===== config.mk =====
export PLATFORM = sky130hd
export DESIGN_NAME = vc_input_port
export DESIGN_NICKNAME = d
export VERILOG_FILES = /design/src/rtl/noc_params.sv /design/src/rtl/vc_buffer.sv /design/src/rtl/vc_input_port.sv
export SDC_FILE = /design/constraint.sdc
export NUM_CORES = 1
export LEC_CHECK = 0
export ABC_CLOCK_PERIOD_IN_PS = 5140
export CAP_MARGIN = 20
export CORE_MARGIN = 5
export CORE_UTILIZATION = 51
export DETAILED_ROUTE_END_ITERATION = 10
export PLACE_DENSITY = 0.65
export SETUP_SLACK_MARGIN = 0.5
export SLEW_MARGIN = 40
export SYNTH_ARGS = -nofsm -noshare
export SYNTH_HDL_FRONTEND = slang
export SYNTH_SLANG_ARGS = --single-unit

===== constraint.sdc =====
create_clock -name clk -period 5.14 [get_ports clk]
set_input_delay 0.514 -clock clk [delete_from_list [all_inputs] [get_ports clk]]
set_output_delay 0.514 -clock clk [all_outputs]
set_load 0.01 [all_outputs]

===== src/rtl/noc_params.sv =====
// Shared NoC types: flit layout, flit labels, output ports and the per-VC packet state.
package noc_params;

    localparam int VC_NUM  = 4;
    localparam int VC_SIZE = $clog2(VC_NUM);
    localparam int DATA_W  = 16;

    typedef enum logic [1:0] {
        HEAD     = 2'd0,
        BODY     = 2'd1,
        TAIL     = 2'd2,
        HEADTAIL = 2'd3
    } flit_label_t;

    typedef enum logic [2:0] {
        LOCAL = 3'd0,
        NORTH = 3'd1,
        SOUTH = 3'd2,
        WEST  = 3'd3,
        EAST  = 3'd4
    } port_t;

    typedef enum logic [1:0] {
        IDLE   = 2'd0,
        VA     = 2'd1,
        ACTIVE = 2'd2
    } vc_state_t;

    typedef struct packed {
        flit_label_t         flit_label;
        logic [VC_SIZE-1:0]  vc_id;
        logic [DATA_W-1:0]   data;
    } flit_t;

    function automatic logic is_head(input flit_label_t label);
        return (label == HEAD) || (label == HEADTAIL);
    endfunction

    function automatic logic is_tail(input flit_label_t label);
        return (label == TAIL) || (label == HEADTAIL);
    endfunction

endpackage


===== src/rtl/vc_buffer.sv =====
// One virtual channel: flit FIFO plus the head-of-line packet FSM (IDLE -> VA -> ACTIVE).
// Route and downstream VC are latched here so the port top only muxes buffer heads.
module vc_buffer
    import noc_params::*;
#(
    parameter int BUFFER_SIZE = 8,
    parameter int DS_W        = 2
) (
    input  logic             clk,
    input  logic             rst,
    input  logic             wr_en_i,
    input  flit_t            flit_i,
    input  port_t            route_i,
    input  logic             rd_en_i,
    input  logic             va_valid_i,
    input  logic [DS_W-1:0]  va_new_vc_i,
    output flit_t            head_flit_o,
    output logic [DS_W-1:0]  downstream_vc_o,
    output logic             va_request_o,
    output logic             sa_request_o,
    output port_t            out_port_o,
    output logic             is_full_o,
    output logic             is_empty_o,
    output logic             pop_o,
    output logic             drop_o
);

    localparam int PTR_W = $clog2(BUFFER_SIZE);
    localparam int CNT_W = PTR_W + 1;
    localparam logic [CNT_W-1:0] FULL_CNT = CNT_W'(BUFFER_SIZE);

    flit_t             flit_mem_q  [BUFFER_SIZE];
    port_t             route_mem_q [BUFFER_SIZE];
    logic [PTR_W-1:0]  rd_ptr_q, rd_ptr_d;
    logic [PTR_W-1:0]  wr_ptr_q, wr_ptr_d;
    logic [CNT_W-1:0]  count_q, count_d;
    vc_state_t         state_q, state_d;
    logic [DS_W-1:0]   ds_vc_q, ds_vc_d;
    port_t             out_port_q, out_port_d;
    logic              last_closed_q, last_closed_d;

    logic  empty, full, pop, push, in_head, reject;
    flit_t head_flit;

    assign empty     = (count_q == '0);
    assign full      = (count_q == FULL_CNT);
    assign head_flit = flit_mem_q[rd_ptr_q];
    assign pop       = rd_en_i && (state_q == ACTIVE) && !empty;
    assign in_head   = is_head(flit_i.flit_label);

    // last_closed_q tracks whether the most recently stored flit ended a packet,
    // so a new head is only accepted on a packet boundary.
    always_comb begin
        reject = 1'b0;
        if (full && !pop) begin
            reject = 1'b1;
        end
        if (in_head && !last_closed_q) begin
            reject = 1'b1;
        end
        if (!in_head && empty && (state_q == IDLE)) begin
            reject = 1'b1;
        end
    end

    assign push   = wr_en_i && !reject;
    assign drop_o = wr_en_i && reject;

    always_comb begin
        rd_ptr_d      = rd_ptr_q + PTR_W'(pop);
        wr_ptr_d      = wr_ptr_q + PTR_W'(push);
        count_d       = count_q + CNT_W'(push) - CNT_W'(pop);
        last_closed_d = push ? is_tail(flit_i.flit_label) : last_closed_q;
        state_d       = state_q;
        ds_vc_d       = ds_vc_q;
        out_port_d    = out_port_q;
        case (state_q)
            IDLE: begin
                if (!empty && is_head(head_flit.flit_label)) begin
                    state_d    = VA;
                    out_port_d = route_mem_q[rd_ptr_q];
                end
            end
            VA: begin
                if (va_valid_i) begin
                    state_d = ACTIVE;
                    ds_vc_d = va_new_vc_i;
                end
            end
            ACTIVE: begin
                if (pop && is_tail(head_flit.flit_label)) begin
                    state_d = IDLE;
                end
            end
            default: state_d = IDLE;
        endcase
    end

    always_ff @(posedge clk or posedge rst) begin
        if (rst) begin
            rd_ptr_q      <= '0;
            wr_ptr_q      <= '0;
            count_q       <= '0;
            state_q       <= IDLE;
            ds_vc_q       <= '0;
            out_port_q    <= LOCAL;
            last_closed_q <= 1'b1;
        end else begin
            rd_ptr_q      <= rd_ptr_d;
            wr_ptr_q      <= wr_ptr_d;
            count_q       <= count_d;
            state_q       <= state_d;
            ds_vc_q       <= ds_vc_d;
            out_port_q    <= out_port_d;
            last_closed_q <= last_closed_d;
        end
    end

    // Storage is never read while empty, so it needs no reset.
    always_ff @(posedge clk) begin
        if (push) begin
            flit_mem_q[wr_ptr_q]  <= flit_i;
            route_mem_q[wr_ptr_q] <= route_i;
        end
    end

    assign head_flit_o     = head_flit;
    assign downstream_vc_o = ds_vc_q;
    assign va_request_o    = (state_q == VA);
    assign sa_request_o    = (state_q == ACTIVE) && !empty;
    assign out_port_o      = out_port_q;
    assign is_full_o       = full;
    assign is_empty_o      = empty;
    assign pop_o           = pop;

endmodule


===== src/rtl/vc_input_port.sv =====
// Router input port: steers arriving flits into per-VC buffers and forwards the
// switch-allocated head flit to the crossbar, returning one credit per flit sent.
module vc_input_port #(
    parameter int  VC_NUM      = 4,
    parameter int  BUFFER_SIZE = 8,
    localparam int VC_SIZE     = $clog2(VC_NUM)
) (
    input  logic                             clk,
    input  logic                             rst,
    input  noc_params::flit_t                data_i,
    input  logic                             valid_flit_i,
    input  noc_params::port_t                route_i,
    input  logic [VC_NUM-1:0]                va_valid_i,
    input  logic [VC_NUM-1:0][VC_SIZE-1:0]   va_new_vc_i,
    input  logic                             sa_valid_i,
    input  logic [VC_SIZE-1:0]               sa_sel_vc_i,
    output noc_params::flit_t                xb_flit_o,
    output logic                             xb_valid_o,
    output logic                             credit_valid_o,
    output logic [VC_SIZE-1:0]               credit_vc_o,
    output logic [VC_NUM-1:0]                va_request_o,
    output logic [VC_NUM-1:0]                sa_request_o,
    output noc_params::port_t [VC_NUM-1:0]   out_port_o,
    output logic [VC_NUM-1:0]                is_full_o,
    output logic [VC_NUM-1:0]                is_empty_o,
    output logic                             error_o
);

    localparam int ID_W = noc_params::VC_SIZE;

    noc_params::flit_t   head_flit [VC_NUM];
    logic [VC_SIZE-1:0]  ds_vc     [VC_NUM];
    logic [VC_NUM-1:0]   wr_en, rd_en, pop, drop;
    logic                bad_wr_vc;

    noc_params::flit_t   xb_flit_q, xb_flit_d;
    logic                xb_valid_q, xb_valid_d;
    logic                credit_valid_q, credit_valid_d;
    logic [VC_SIZE-1:0]  credit_vc_q, credit_vc_d;
    logic                error_q, error_d;

    always_comb begin
        wr_en = '0;
        rd_en = '0;
        for (int v = 0; v < VC_NUM; v++) begin
            wr_en[v] = valid_flit_i && (data_i.vc_id == ID_W'(v));
            rd_en[v] = sa_valid_i && (sa_sel_vc_i == VC_SIZE'(v));
        end
    end

    assign bad_wr_vc = valid_flit_i && !(|wr_en);

    for (genvar v = 0; v < VC_NUM; v++) begin : g_vc
        vc_buffer #(
            .BUFFER_SIZE (BUFFER_SIZE),
            .DS_W        (VC_SIZE)
        ) u_vc_buffer (
            .clk             (clk),
            .rst             (rst),
            .wr_en_i         (wr_en[v]),
            .flit_i          (data_i),
            .route_i         (route_i),
            .rd_en_i         (rd_en[v]),
            .va_valid_i      (va_valid_i[v]),
            .va_new_vc_i     (va_new_vc_i[v]),
            .head_flit_o     (head_flit[v]),
            .downstream_vc_o (ds_vc[v]),
            .va_request_o    (va_request_o[v]),
            .sa_request_o    (sa_request_o[v]),
            .out_port_o      (out_port_o[v]),
            .is_full_o       (is_full_o[v]),
            .is_empty_o      (is_empty_o[v]),
            .pop_o           (pop[v]),
            .drop_o          (drop[v])
        );
    end

    // At most one VC pops per cycle, so an OR-mux over pop selects the granted head.
    always_comb begin
        xb_valid_d     = |pop;
        credit_valid_d = |pop;
        xb_flit_d      = '0;
        credit_vc_d    = credit_vc_q;
        for (int v = 0; v < VC_NUM; v++) begin
            if (pop[v]) begin
                xb_flit_d       = head_flit[v];
                xb_flit_d.vc_id = ID_W'(ds_vc[v]);
                credit_vc_d     = VC_SIZE'(v);
            end
        end
        error_d = error_q | (|drop) | bad_wr_vc | (sa_valid_i && !(|pop));
    end

    always_ff @(posedge clk or posedge rst) begin
        if (rst) begin
            xb_flit_q      <= '0;
            xb_valid_q     <= 1'b0;
            credit_valid_q <= 1'b0;
            credit_vc_q    <= '0;
            error_q        <= 1'b0;
        end else begin
            xb_flit_q      <= xb_flit_d;
            xb_valid_q     <= xb_valid_d;
            credit_valid_q <= credit_valid_d;
            credit_vc_q    <= credit_vc_d;
            error_q        <= error_d;
        end
    end

    assign xb_flit_o      = xb_flit_q;
    assign xb_valid_o     = xb_valid_q;
    assign credit_valid_o = credit_valid_q;
    assign credit_vc_o    = credit_vc_q;
    assign error_o        = error_q;

endmodule


### Word-level counts from Yosys, hierarchy flattened

Memories as Yosys holds them, arrays and structs flattened. A register that Yosys moved wholly into a read port is not among the register bits.
Index checks and enable logic that the tools add are counted.

| word-level totals | value |
|---|---|
| register bits after elaboration | 84 |
| bits in writable memories | 736 |
| bits of input ports | 41 |
| output and inout bits | 53 |
| word-level logic and storage cells | 255 |
| memories | 8 |

| operators by class | value |
|---|---|
| $add $sub $neg | 16 |
| equality and inequality tests | 40 |
| multiplexer cells | 44 |
| bitwise gates (word level) | 3 |
| reductions and logical operators | 114 |

Memory list:

| memory | depth | width | rd ports | clocked after memory_dff | wr ports | line | source |
|---|---|---|---|---|---|---|---|
| g_vc[0].u_vc_buffer.flit_mem_q | 8 | 20 | 1 | 0 | 1 | vc_buffer.sv:32 | `flit_t flit_mem_q [BUFFER_SIZE];` |
| g_vc[1].u_vc_buffer.flit_mem_q | 8 | 20 | 1 | 0 | 1 | vc_buffer.sv:32 |  |
| g_vc[2].u_vc_buffer.flit_mem_q | 8 | 20 | 1 | 0 | 1 | vc_buffer.sv:32 |  |
| g_vc[3].u_vc_buffer.flit_mem_q | 8 | 20 | 1 | 0 | 1 | vc_buffer.sv:32 |  |
| g_vc[0].u_vc_buffer.route_mem_q | 8 | 3 | 1 | 1 | 1 | vc_buffer.sv:33 | `port_t route_mem_q [BUFFER_SIZE];` |
| g_vc[1].u_vc_buffer.route_mem_q | 8 | 3 | 1 | 1 | 1 | vc_buffer.sv:33 |  |
| +2 memories | -- | -- | -- | -- | -- | -- |  |

Operators with widths:

| cell | count |
|---|---|
| two-way mux 20 bit | 4 |
| logical AND 1 bit | 54 |
| equality test 2 bit (second input constant) | 18 |
| two-way mux 2 bit | 16 |
| adder 3 x 1 -> 3 bit | 8 |
| inequality test 2 bit (second input constant) | 12 |
| case mux 2 bit (3 select lines) | 4 |
| logical NOT 2 bit | 11 |
| two-way mux 1 bit | 20 |
| logical NOT 1 bit | 19 |
| adder 4 x 1 -> 4 bit | 4 |
| equality test 4 bit (second input constant) | 4 |
| logical NOT 4 bit | 4 |
| AND reduction 2 bit | 8 |
| subtractor 4 x 1 -> 4 bit | 4 |
| equality test 2 x 1 -> 1 bit (second input constant) | 6 |
| AND reduction 3 bit | 4 |
| OR reduction 4 bit | 3 |
| logical OR 1 bit | 10 |
| nonzero test 4 bit | 1 |
| bitwise OR 1 bit | 3 |

### Longest topological paths before layout

Gate-level depths: netlist (run 1).

| logic depth | value |
|---|---|
| word-level depth | 14 |
| mapped depth | 12 |
| depth with buffers taken out | 12 |

### By module

From an unflattened synthesis (run 1), not the netlist that was laid out.

| second synthesis, totals | value |
|---|---|
| cell total of the unflattened synthesis | 1559 |
| area, all modules | 33399.5 µm² |

By module, submodules not included:

| module | instances | cells an instance | area an instance (µm²) |
|---|---|---|---|
| vc_buffer | 4 | 359 | 8031.5 |
| vc_input_port | 1 | 123 | 1273.7 |

### Worst setup path after synthesis (run 1)

Ideal clock, no wire load.

| timing | value |
|---|---|
| path kind | input port to flip-flop |
| start point | in data_i[18] in the netlist's numbering |
| end point | mem g_vc[1].u_vc_buffer.flit_mem_q[2][0] in the netlist's numbering, enable pin |
| data arrival time | 3.728 ns |
| data required time | 4.680 ns |
| path slack | 0.952 ns |
| cell stages on the path | 6 |
| cell sequence | inv_1 ha_1 nor2b_1 a21oi_1 nand3b_1 nor4b_1 |

| between the ends | value |
|---|---|
| longest elaborated chain between the ends | 10 |

RTL lines:

| element | line | source |
|---|---|---|
| from (decl) | vc_input_port.sv:10 | `input noc_params::flit_t data_i,` |
| equality test 2 bit or logical NOT 2 bit (tied branches) | noc_params.sv:36 | `return (label == HEAD) \|\| (label == HEADTAIL);` |
| logical OR 1 bit * | noc_params.sv:36 |  |
| logical NOT 1 bit | vc_buffer.sv:61 | `if (!in_head && empty && (state_q == IDLE)) begin` |
| logical AND 1 bit (2 in series) | vc_buffer.sv:61 |  |
| two-way mux 1 bit * | vc_buffer.sv:61 |  |
| logical NOT 1 bit * | vc_buffer.sv:66 | `assign push = wr_en_i && !reject;` |
| logical AND 1 bit * | vc_buffer.sv:66 |  |
| two-way mux 1 bit * | vc_buffer.sv:121 | `if (push) begin` |
| two-way mux 1 bit (not written as such) * | vc_buffer.sv:122 | `flit_mem_q[wr_ptr_q] <= flit_i;` |
| to (decl) | vc_buffer.sv:32 |  |

Mark *: on every way between the ends. The rest lies on a longest branch, timed or not.

### Worst setup path in the final report (run 1)

| timing | value |
|---|---|
| start point | reg g_vc[3].u_vc_buffer.count_q[2] |
| end point | reg g_vc[3].u_vc_buffer.count_q[2] |

| between the ends | value |
|---|---|
| longest elaborated chain between the ends | 12 |

RTL lines:

| element | line | source |
|---|---|---|
| from (decl) | vc_buffer.sv:36 | `logic [CNT_W-1:0] count_q, count_d;` |
| from (signal assigned) | vc_buffer.sv:111 | `count_q <= count_d;` |
| logical NOT 4 bit | vc_buffer.sv:45 | `assign empty = (count_q == '0);` |
| logical NOT 1 bit | vc_buffer.sv:48 | `assign pop = rd_en_i && (state_q == ACTIVE) && !empty;` |
| logical AND 1 bit | vc_buffer.sv:48 |  |
| logical NOT 1 bit | vc_buffer.sv:55 | `if (full && !pop) begin` |
| logical AND 1 bit | vc_buffer.sv:55 |  |
| two-way mux 1 bit | vc_buffer.sv:55 |  |
| two-way mux 1 bit | vc_buffer.sv:58 | `if (in_head && !last_closed_q) begin` |
| two-way mux 1 bit | vc_buffer.sv:61 |  |
| logical NOT 1 bit | vc_buffer.sv:66 |  |
| logical AND 1 bit | vc_buffer.sv:66 |  |
| adder 4 x 1 -> 4 bit | vc_buffer.sv:72 | `count_d = count_q + CNT_W'(push) - CNT_W'(pop);` |
| subtractor 4 x 1 -> 4 bit * | vc_buffer.sv:72 |  |
| via g_vc[3].u_vc_buffer.count_d[2] | vc_buffer.sv:36 |  |

The timed path passes the listed nets; every way through them passes the cells marked *.
A chain may end at the register's enable or synchronous reset.

==> results of run 1 <==
## metrics by stage
| step | hold WS [ps] | util (%) | total power, W | std cells |
|---|---|---|---|---|
| floorplan | 452.5 | - | 0.01080 | 1458 |
| global placement | 466.4 | 54.97 | 0.01221 | 2312 |
| detailed placement | 473.5 | 54.96 | 0.01228 | 2312 |
| CTS | 373.9 | 59.31 | 0.01788 | 2460 |
| global route | 421.8 | 59.31 | 0.01849 | 2460 |
| finish | 357.8 | 59.31 | 0.01767 | 2460 |
## power by group
group / leakage, nW / switching [W] / internal [W] / total, W
sequential: 7.24 / 0.000573 / 0.00729 / 0.00786
combinational: 3.25 / 0.00209 / 0.00212 / 0.00421
clock: 1.26 / 0.00236 / 0.00324 / 0.00560
## critical path, stage by stage (launching register included)
cell	delay (ps)
dfrtp_1	360
inv_1	100
ha_1	200
nor3b_1	690
or4_2	560
clkinv_2	320
ha_1	360
inv_1	60
ha_1	170
inv_1	70
fa_1	410
xnor2_1	190
## synth_stat cells, types with 2 or more instances
cell and number:
inv_2 4, or2_2 15, nand2b_1 10, o21ai_0 21, nand3_1 5, nor3_1 11
a22oi_1 6, fa_1 4, o22ai_1 31, mux4_2 168, clkbuf_1 37, nor3b_1 15
nand4b_1 2, buf_1 7, mux2i_1 78, edfxtp_1 672, a21oi_1 11, dfrtp_1 92
a21o_1 4, or4_1 4, nand3b_1 3, mux2_2 18, buf_2 23, ha_1 50
nor4b_1 6, clkinv_2 2, buf_4 17, xor2_1 13, xnor2_1 3, nand2_1 28
nor4_1 3, nor2b_1 4, o41ai_1 4, nor2_1 22, or4b_2 3, dfstp_2 4
and3_1 3, inv_1 43
## cell type report
type                       instances  area (µm²)
tap                              773       967.2
clock buffer                     103        2158
clock inverter                    45       399.1
fill                            4325       23920
multi-input combinational        557        7099
inverter                          49       191.4
sequential                       768       22600
timing repair buffer             165        1461
## path summary, 6_finish.rpt
check                                                             endpoint  cells past startpoint                                     startpoint  slack (ps)
max reg2reg                       g_vc[3].u_vc_buffer.count_q[2]$_DFF_PP0_                     11       g_vc[3].u_vc_buffer.count_q[2]$_DFF_PP0_        1560
min reg2reg                  g_vc[3].u_vc_buffer.out_port_o[0]$_DFFE_PP0P_                      2  g_vc[3].u_vc_buffer.out_port_o[0]$_DFFE_PP0P_         480
max                               g_vc[3].u_vc_buffer.count_q[2]$_DFF_PP0_                     11       g_vc[3].u_vc_buffer.count_q[2]$_DFF_PP0_        1560
min                                                xb_flit_o[12]$_DFF_PP0_                      2                                            rst         360
min in group clk           g_vc[3].u_vc_buffer.flit_mem_q[7][12]$_DFFE_PP_                      1                                     data_i[12]         460
max in group asynchronous    g_vc[1].u_vc_buffer.out_port_o[0]$_DFFE_PP0P_                      3                                            rst        3790
## per-layer routing
layer / track usage, % / vias to the layer above
li1: - / 6217
met1: 29.90 / 7668
met2: 33.52 / 500
met3: 5.187 / 87
met4: 5.121 / 0
met5: 0 / -
## sequential cells by signal, indices dropped and copies added (netlist names)
register and flops:
xb_flit_o 20, g_vc.u_vc_buffer.flit_mem_q 576, g_vc.u_vc_buffer.wr_ptr_q 12, g_vc.u_vc_buffer.state_q 8, credit_vc_o 2, g_vc.u_vc_buffer.count_q 16, g_vc.u_vc_buffer.route_mem_q 96, credit_valid_o 1
g_vc.u_vc_buffer.last_closed_q 4, g_vc.u_vc_buffer.downstream_vc_o 8, error_o 1, g_vc.u_vc_buffer.rd_ptr_q 12, g_vc.u_vc_buffer.out_port_o 12
## cells in the final DEF (no fill, tap or decap), types with 5 or more instances in the layout
master / synthesis / routed
clkbuf_16: 0 / 80
buf_4: 17 / 72
dfrtp_2: 0 / 7
ha_1: 50 / 50
nand2b_1: 10 / 10
xor2_1: 13 / 13
clkbuf_8: 0 / 7
clkinv_2: 2 / 19
nor2_2: 0 / 5
nor2_1: 22 / 17
nand3_1: 5 / 5
bufinv_16: 0 / 5
or2_2: 15 / 15
dfrtp_1: 92 / 85
clkbuf_1: 37 / 16
inv_1: 43 / 42
mux4_2: 168 / 168
clkdlybuf4s50_1: 0 / 91
nor3b_1: 15 / 5
nor4b_2: 0 / 6
nand2_1: 28 / 28
a22oi_1: 6 / 6
nor3_2: 0 / 8
a21oi_1: 11 / 11
mux2_2: 18 / 18
o22ai_1: 31 / 31
o21ai_0: 21 / 21
clkinv_1: 0 / 14
nor3b_2: 0 / 10
mux2i_1: 78 / 78
edfxtp_1: 672 / 672
## cells by family after synthesis
family / count (synthesis) / synth area share (%)
DFF: 768 / 74.99
xor gates and xnor gates: 16 / 0.4653
muxes: 265 / 15.86
adders and majority gates: 54 / 2.343
AOI/OAI and AO/OA: 80 / 1.628
buffers and inverters: 133 / 1.973
and+or+nand+nor: 142 / 2.738
==> flow_metrics.tcl, run 1 <==
set metrics [dict create \
    power.density_nw_per_um2 506.6 \
    fin_area_um2 34870 \
    rsz0062_at_grt "false" \
    h-tree-depth 3 \
    finClkSkew_ps 23.45 \
    die_h_um 253.0 \
    crit_path_end_kind "register" \
    hold_viol 0 \
    cts_inserted_buffers 79 \
    synth_area_per_cell_um2 20.66 \
    nets 1715 \
    startpoint_type "register" \
    fin_crit_sh_pct 69.58 \
    grt_max_degree 61 \
    synth_edf_count 672 \
    antenna_found_initial 1 \
    min_period_ps 3577 \
    wl_met1_um 27780 \
    setup_viol 0 \
    criticalPathCategory "reg2reg" \
    coreArea_um2 58800 \
    cts_hold_buf 0 \
    ys_warn_count 0 \
    antenna_cells 0 \
    seq_area_frac_synth_pct 74.99 \
    num_rows 89 \
    fin_tns_setup_ps 0 \
    synth_largest_area_cell "edfxtp_1" \
    dpl_cell_area_um2 32310 \
    initial_utilization_pct 51.23 \
    yosys_register_bits 768 \
    num_vias 14470 \
    vias_per_cell 5.883 \
    io_buffers 93 \
    dp_hpwl_um 38970 \
    cp_max_fo 20 \
    tightest_slew_ps 858.1 \
    wl_met3_um 5100 \
    layout-drive-gt1-share_pct 26.67 \
    hold_path_class "in2async" \
    cts_buffer_depth 3 \
    area_delta_synth_final_pct 15.78 \
    synth_cell_types 50 \
    synthTopCellsByArea "edfxtp_1 67%, mux4_2 13%, dfrtp_1 7.6%" \
    ys_async_sr_fraction_pct 12.50 \
    postSynthCellCount 1458 \
    synth_flop_cell "edfxtp_1" \
    drv_cap 0 \
    cp.arrival_ps 4110 \
    power_leakage_nw 11.74 \
    cts_setup_buffers 0 \
    path_clk_slew_ps 60 \
    required_ps 5670 \
    cts-resized-gates 0 \
    synth_top_area_share_pct 67.00 \
    grt_pass1_wl_um 98620 \
    grt_pass1_vias 15200 \
    grt_use_total_pct 21.03 \
    vdd_ir_drop_max_mv 0.3148 \
    grt_remaining_overflow 0 \
    first_iter_violations 1336 \
    gp_congestion 0.7999 \
    cts_tree "done" \
    drt-pass1-iter-count 5 \
    wl_met2_um 31800 \
    dr.max_layer_used "met4" \
    routed_wl_um 66090 \
    die_area_um2 64020 \
    clock_sinks 768 \
    wl_per_cell_um 26.87 \
    drcViolationCount 0 \
    post-place-ws_ps 1328 \
    clk_latency_ps 630 \
    drv_slew 0 \
    fin_ws_ps 1563 \
    fmax_mhz 279.6 \
    status "completed" \
    antenna_left 0 \
    syn-num-nets 1553 \
    die_w_um 253.0 \
    cts_root_buf "clkbuf_16" \
    slew-limit-headroom_pct 41.16 \
    syn_area_um2 30120 \
    num_io_pins 94 \
]
No activity file was read; power rests on OpenSTA's default activity.
==> run 2: changes to the inputs <==
--- a/config.mk
+++ b/config.mk
@@ -5,7 +5,7 @@
 export SDC_FILE = /design/constraint.sdc
 export NUM_CORES = 1
 export LEC_CHECK = 0
-export ABC_CLOCK_PERIOD_IN_PS = 5140
+export ABC_CLOCK_PERIOD_IN_PS = 3620
 export CAP_MARGIN = 20
 export CORE_MARGIN = 5
 export CORE_UTILIZATION = 51
==> constraint.sdc (replaced) <==
create_clock -name clk -period 3.62 [get_ports clk]
set_input_delay 0.362 -clock clk [delete_from_list [all_inputs] [get_ports clk]]
set_output_delay 0.362 -clock clk [all_outputs]
set_load 0.01 [all_outputs]
==> run 2 against run 1 <==
Against the previous run: global-route usage fell by 0.37 points; sequential power is 41% higher; combinational power increased by 47%; register-to-register slack got worse by 960 ps; largest power group unchanged.
==> flow_metrics.tcl, run 2 (same netlist as run 1, synthesis figures left out) <==
set metrics [dict create \
    status "completed" \
    num_vias 14430 \
    largest_reg_flops 576 \
    die_h_um 253.0 \
    grt_pass1_vias 14840 \
    grt_remaining_overflow 0 \
    drv_slew 0 \
    power.density_nw_per_um2 713.4 \
    num_rows 89 \
    first_iter_violations 1218 \
    gp_congestion 0.8263 \
    grt_max_degree 62 \
    placed_cells 2337 \
    nets 1740 \
    slew-limit-headroom_pct 53.28 \
    tightest_slew_ps 699.3 \
    cts_inserted_buffers 77 \
    dp_hpwl_um 39890 \
    cts_buffer_depth 3 \
    setup_viol 0 \
    finClkSkew_ps 27.89 \
    cp.arrival_ps 3500 \
    cp_max_fo 20 \
    drcViolationCount 0 \
    final_common_cell "edfxtp_1" \
    grt_pass1_wl_um 97450 \
    initial_utilization_pct 51.23 \
    clock_sinks 768 \
    hold_path_class "in2async" \
    num_io_pins 94 \
    wl_per_cell_um 26.40 \
    h-tree-depth 3 \
    cts_hold_buf 0 \
    power_leakage_nw 11.96 \
    clk_latency_ps 620 \
    fin_tns_setup_ps 0 \
    fin_cells 2481 \
    die_area_um2 64020 \
    hold_viol 0 \
    utilization_pct 60.06 \
    layout_common_cells "672 x edfxtp_1, 168 x mux4_2, 92 x clkdlybuf4s50_1, 90 x buf_4, 87 x dfrtp_1" \
    hold_slack_ps 200.4 \
    die_w_um 253.0 \
    cts_tree "done" \
    rsz0062_at_grt "true" \
    startpoint_type "register" \
    grt_use_total_pct 20.66 \
    layout-drive-gt1-share_pct 27.58 \
    routed_wl_um 65510 \
    coreArea_um2 58800 \
    regMostFlops "g_vc.u_vc_buffer.flit_mem_q" \
    fin_ws_ps 602.5 \
    crit_path_end_kind "register" \
    criticalPathCategory "reg2reg" \
    vdd_ir_drop_max_mv 0.4828 \
    path_clk_slew_ps 60 \
    antenna_cells 0 \
    io_buffers 93 \
    antenna_left 0 \
    drv_cap 0 \
    required_ps 4100 \
    min_period_ps 3018 \
    fmax_mhz 331.4 \
    antenna_found_initial 1 \
    vias_per_cell 5.817 \
    drt-pass1-iter-count 5 \
    cts_root_buf "clkbuf_16" \
    area_delta_synth_final_pct 17.24 \
    fin_crit_sh_pct 83.36 \
    post-place-ws_ps 111.6 \
]
==> run 2: power by group <==
| group | total [W] | internal, W | switching (W) | leakage (nW) |
|---|---|---|---|---|
| clock network | 0.00791 | 0.00464 | 0.00327 | 1.23 |
| logic | 0.00618 | 0.00310 | 0.00308 | 3.48 |
| registers | 0.0111 | 0.0103 | 0.000757 | 7.24 |
==> run 2: critical path, cell delays in order (launching register included) <==
cell	delay, ps
dfrtp_1	350
inv_1	90
ha_1	210
or3b_1	430
inv_2	100
or4_4	320
clkinv_2	250
ha_1	330
inv_1	30
ha_1	200
fa_1	410
xor2_1	170
==> run 2: area by class of cell <==
cell class | count | area (µm²)
Inverter | 49 | 188.9
Clock inverter | 41 | 382.9
Sequential cell | 768 | 22590
Multi-Input combinational cell | 557 | 7258
Clock buffer | 101 | 2160
Tap cell | 773 | 967.2
Fill cell | 4198 | 23480
Timing Repair Buffer | 192 | 1764
==> run 2: per-stage QoR <==
step,cell area (µm²),total power [W]
2_1_floorplan,30240,0.01537
3_3_place_gp,32720,0.01750
3_5_place_dp,32750,0.01761
4_1_cts,35290,0.02554
5_1_grt,35310,0.02638
6_report,35310,0.02519
==> run 2: final timing paths <==
check                                                              start                                        endpoint  slack [ps]  depth (start not counted)
max                             g_vc[2].u_vc_buffer.count_q[2]$_DFF_PP0_        g_vc[2].u_vc_buffer.count_q[2]$_DFF_PP0_         600                         11
min                                                                  rst   g_vc[0].u_vc_buffer.out_port_o[0]$_DFFE_PP0P_         200                          2
max reg2reg                     g_vc[2].u_vc_buffer.count_q[2]$_DFF_PP0_        g_vc[2].u_vc_buffer.count_q[2]$_DFF_PP0_         600                         11
min reg2reg                g_vc[3].u_vc_buffer.out_port_o[1]$_DFFE_PP0P_   g_vc[3].u_vc_buffer.out_port_o[1]$_DFFE_PP0P_         480                          2
max in group asynchronous                                            rst   g_vc[1].u_vc_buffer.last_closed_q$_DFFE_PP1P_        2630                          3
min in group clk                                               data_i[5]  g_vc[3].u_vc_buffer.flit_mem_q[2][5]$_DFFE_PP_         290                          1
==> run 2: timing repair <==
| item | 4_1_cts | 5_1_grt |
|---|---|---|
| endpoints found under the setup margin | 0 | 53 |
| setup buffers | 0 | 2 |
| resized for setup | 0 | 2 |
==> run 2: metal layers <==
metal	track usage, %	up-vias	wire length (µm)
li1	-	6261	-
met1	30.24	7590	28090
met2	33.12	496	31790
met3	3.338	86	4247
met4	5.445	0	1385
met5	0	-	0
==> run 3: changes to the inputs <==
--- a/config.mk
+++ b/config.mk
@@ -5,12 +5,12 @@
 export SDC_FILE = /design/constraint.sdc
 export NUM_CORES = 1
 export LEC_CHECK = 0
-export ABC_CLOCK_PERIOD_IN_PS = 3620
+export ABC_CLOCK_PERIOD_IN_PS = 2500
 export CAP_MARGIN = 20
 export CORE_MARGIN = 5
 export CORE_UTILIZATION = 51
 export DETAILED_ROUTE_END_ITERATION = 10
-export PLACE_DENSITY = 0.65
+export PLACE_DENSITY = 0.68
 export SETUP_SLACK_MARGIN = 0.5
 export SLEW_MARGIN = 40
 export SYNTH_ARGS = -nofsm -noshare
==> constraint.sdc (replaced) <==
create_clock -name clk -period 2.5 [get_ports clk]
set_input_delay 0.25 -clock clk [delete_from_list [all_inputs] [get_ports clk]]
set_output_delay 0.25 -clock clk [all_outputs]
set_load 0.01 [all_outputs]
==> run 3 against run 2 <==
Against the previous run: the flow now finishes with violations (setup timing); register-to-register slack worse by 660 ps; non-clock buffer count up 241; fmax up 18%; sequential power up 45%; final area up 13%; routed wire length up 18%; total power up 66%.
==> flow_metrics.tcl, run 3 (same netlist as run 1, synthesis figures left out) <==
set metrics [dict create \
    setup_viol 52 \
    vias_per_cell 5.917 \
    gp_congestion 0.7781 \
    layout-drive-gt1-share_pct 43.96 \
    drt-pass1-iter-count 7 \
    largest_reg_flops 576 \
    grt_pass1_vias 16530 \
    grt_remaining_overflow 0 \
    first_iter_violations 1752 \
    drv_slew 0 \
    io_buffers 93 \
    rsz0062_at_grt "true" \
    clk_latency_ps 630 \
    fin_tns_setup_ps -1226 \
    grt_max_degree 97 \
    fillers 3647 \
    finClkSkew_ps 25.48 \
    drv_cap 0 \
    wl_met2_um 38390 \
    wl_met1_um 30460 \
    status "finished with violations" \
    tightest_slew_ps 616.8 \
    num_vias 16140 \
    coreArea_um2 58800 \
    wl_per_cell_um 28.39 \
    num_rows 89 \
    cp.arrival_ps 3040 \
    startpoint_type "register" \
    clock_sinks 768 \
    cp_max_fo 3 \
    fmax_mhz 390.7 \
    fin_cells 2727 \
    power.density_nw_per_um2 1048 \
    final_common_cell "edfxtp_1" \
    hold_viol 0 \
    multi_input_area_um2 8357 \
    hold_path_class "in2async" \
    dr.max_layer_used "met5" \
    dp_hpwl_um 41670 \
    area_delta_synth_final_pct 32.57 \
    die_h_um 253.0 \
    cts_inserted_buffers 78 \
    initial_utilization_pct 51.23 \
    cts_root_buf "clkbuf_16" \
    register_area_um2 22590 \
    nets 1984 \
    placed_cells 2413 \
    antenna_cells 0 \
    regMostFlops "g_vc.u_vc_buffer.flit_mem_q" \
    cts_buffer_depth 3 \
    wl_met3_um 6372 \
    h-tree-depth 3 \
    num_io_pins 94 \
    cts_hold_buf 0 \
    antenna_found_initial 2 \
    fin_crit_sh_pct 102.4 \
    antenna_left 0 \
    required_ps 2990 \
    fin_ws_ps -59.56 \
    drcViolationCount 0 \
    grt_use_total_pct 23.23 \
    die_area_um2 64020 \
    layout_common_cells "672 x edfxtp_1, 168 x mux4_2, 163 x buf_4, 96 x clkbuf_16, 87 x dfrtp_1" \
    violations "setup timing" \
    crit_path_end_kind "register" \
    slew-limit-headroom_pct 58.88 \
    path_clk_slew_ps 60 \
    grt_pass1_wl_um 108500 \
    utilization_pct 67.91 \
    min_period_ps 2560 \
    cts_tree "done" \
    die_w_um 253.0 \
    vdd_ir_drop_max_mv 0.6410 \
    routed_wl_um 77430 \
    criticalPathCategory "reg2reg" \
    power_leakage_nw 13.87 \
]
==> run 3: changes by cell type in the layout (fill, tap and decap cells not counted), sizes merged, moves of 2 or more <==
cell           delta
buf             +236
bufinv            +8
clkbuf           +12
clkdlybuf4s50    -12
inv               -2
nor2              +2
==> run 3: through the flow <==
stage	cell area, µm²	setup slack (ps)	hold slack [ps]	total power (W)
6_report	39930	-59.56	147.7	0.04186
5_1_grt	39930	-110.6	207.2	0.04357
4_1_cts	38780	-52.98	178.8	0.04141
3_5_place_dp	34120	-459.5	481.8	0.02695
3_3_place_gp	34100	-532.4	473.6	0.02669
2_1_floorplan	31070	-134.5	341.5	0.02333
==> run 3: repair_timing <==
item / CTS / global route
pin swaps: 72 / 32
setup endpoints to repair: 759 / 765
hold endpoints to repair: 0 / 0
gates cloned: 22 / 22
buffers inserted: 84 / 41
resized for setup: 235 / 111
==> run 3: per-layer routing <==
| layer | up-vias | global-route usage (%) |
|---|---|---|
| met1 | 8517 | 32.02 |
| li1 | 6778 | - |
| met5 | - | 0 |
| met4 | 2 | 6.833 |
| met3 | 124 | 5.526 |
| met2 | 716 | 37.69 |
==> run 3: final cells by class <==
class / instances / share of cell area (%)
clock buffers: 98 / 5.340
clock inverters: 47 / 1.539
inverters: 49 / 0.5390
multi-input cells: 559 / 20.93
flip-flops and latches: 768 / 56.58
well taps: 773 / 2.422
repair buffers: 433 / 12.65
==> run 3: final timing paths <==
| check | startpoint | end | slack, ps | depth (start not counted) |
|---|---|---|---|---|
| min reg2reg | g_vc[3].u_vc_buffer.out_port_o[1]$_DFFE_PP0P_ | g_vc[3].u_vc_buffer.out_port_o[1]$_DFFE_PP0P_ | 490 | 2 |
| max | g_vc[2].u_vc_buffer.count_q[2]$_DFF_PP0_ | g_vc[2].u_vc_buffer.count_q[2]$_DFF_PP0_ | -60 | 9 |
| min | rst | g_vc[0].u_vc_buffer.downstream_vc_o[0]$_DFFE_PP0P_ | 150 | 3 |
| min in group clk | va_valid_i[0] | g_vc[0].u_vc_buffer.state_q[0]$_DFFE_PP0P_ | 250 | 2 |
| max reg2reg | g_vc[2].u_vc_buffer.count_q[2]$_DFF_PP0_ | g_vc[2].u_vc_buffer.count_q[2]$_DFF_PP0_ | -60 | 9 |
| max in group asynchronous | rst | g_vc[3].u_vc_buffer.rd_ptr_q[0]$_DFF_PP0_ | 1840 | 3 |
==> run 3: power breakdown <==
part | internal, W | leakage [nW] | switching (W)
Sequential | 0.0150 | 7.24 | 0.00110
Clock | 0.00753 | 1.33 | 0.00491
Combinational | 0.00723 | 5.29 | 0.00612
==> run 3: critical path, stage by stage (launching register included) <==
cell	delay (ps)
dfrtp_1	370
inv_2	80
ha_4	130
or3b_4	380
or4_4	430
and4_4	230
buf_6	150
ha_4	160
fa_2	350
xor2_1	150
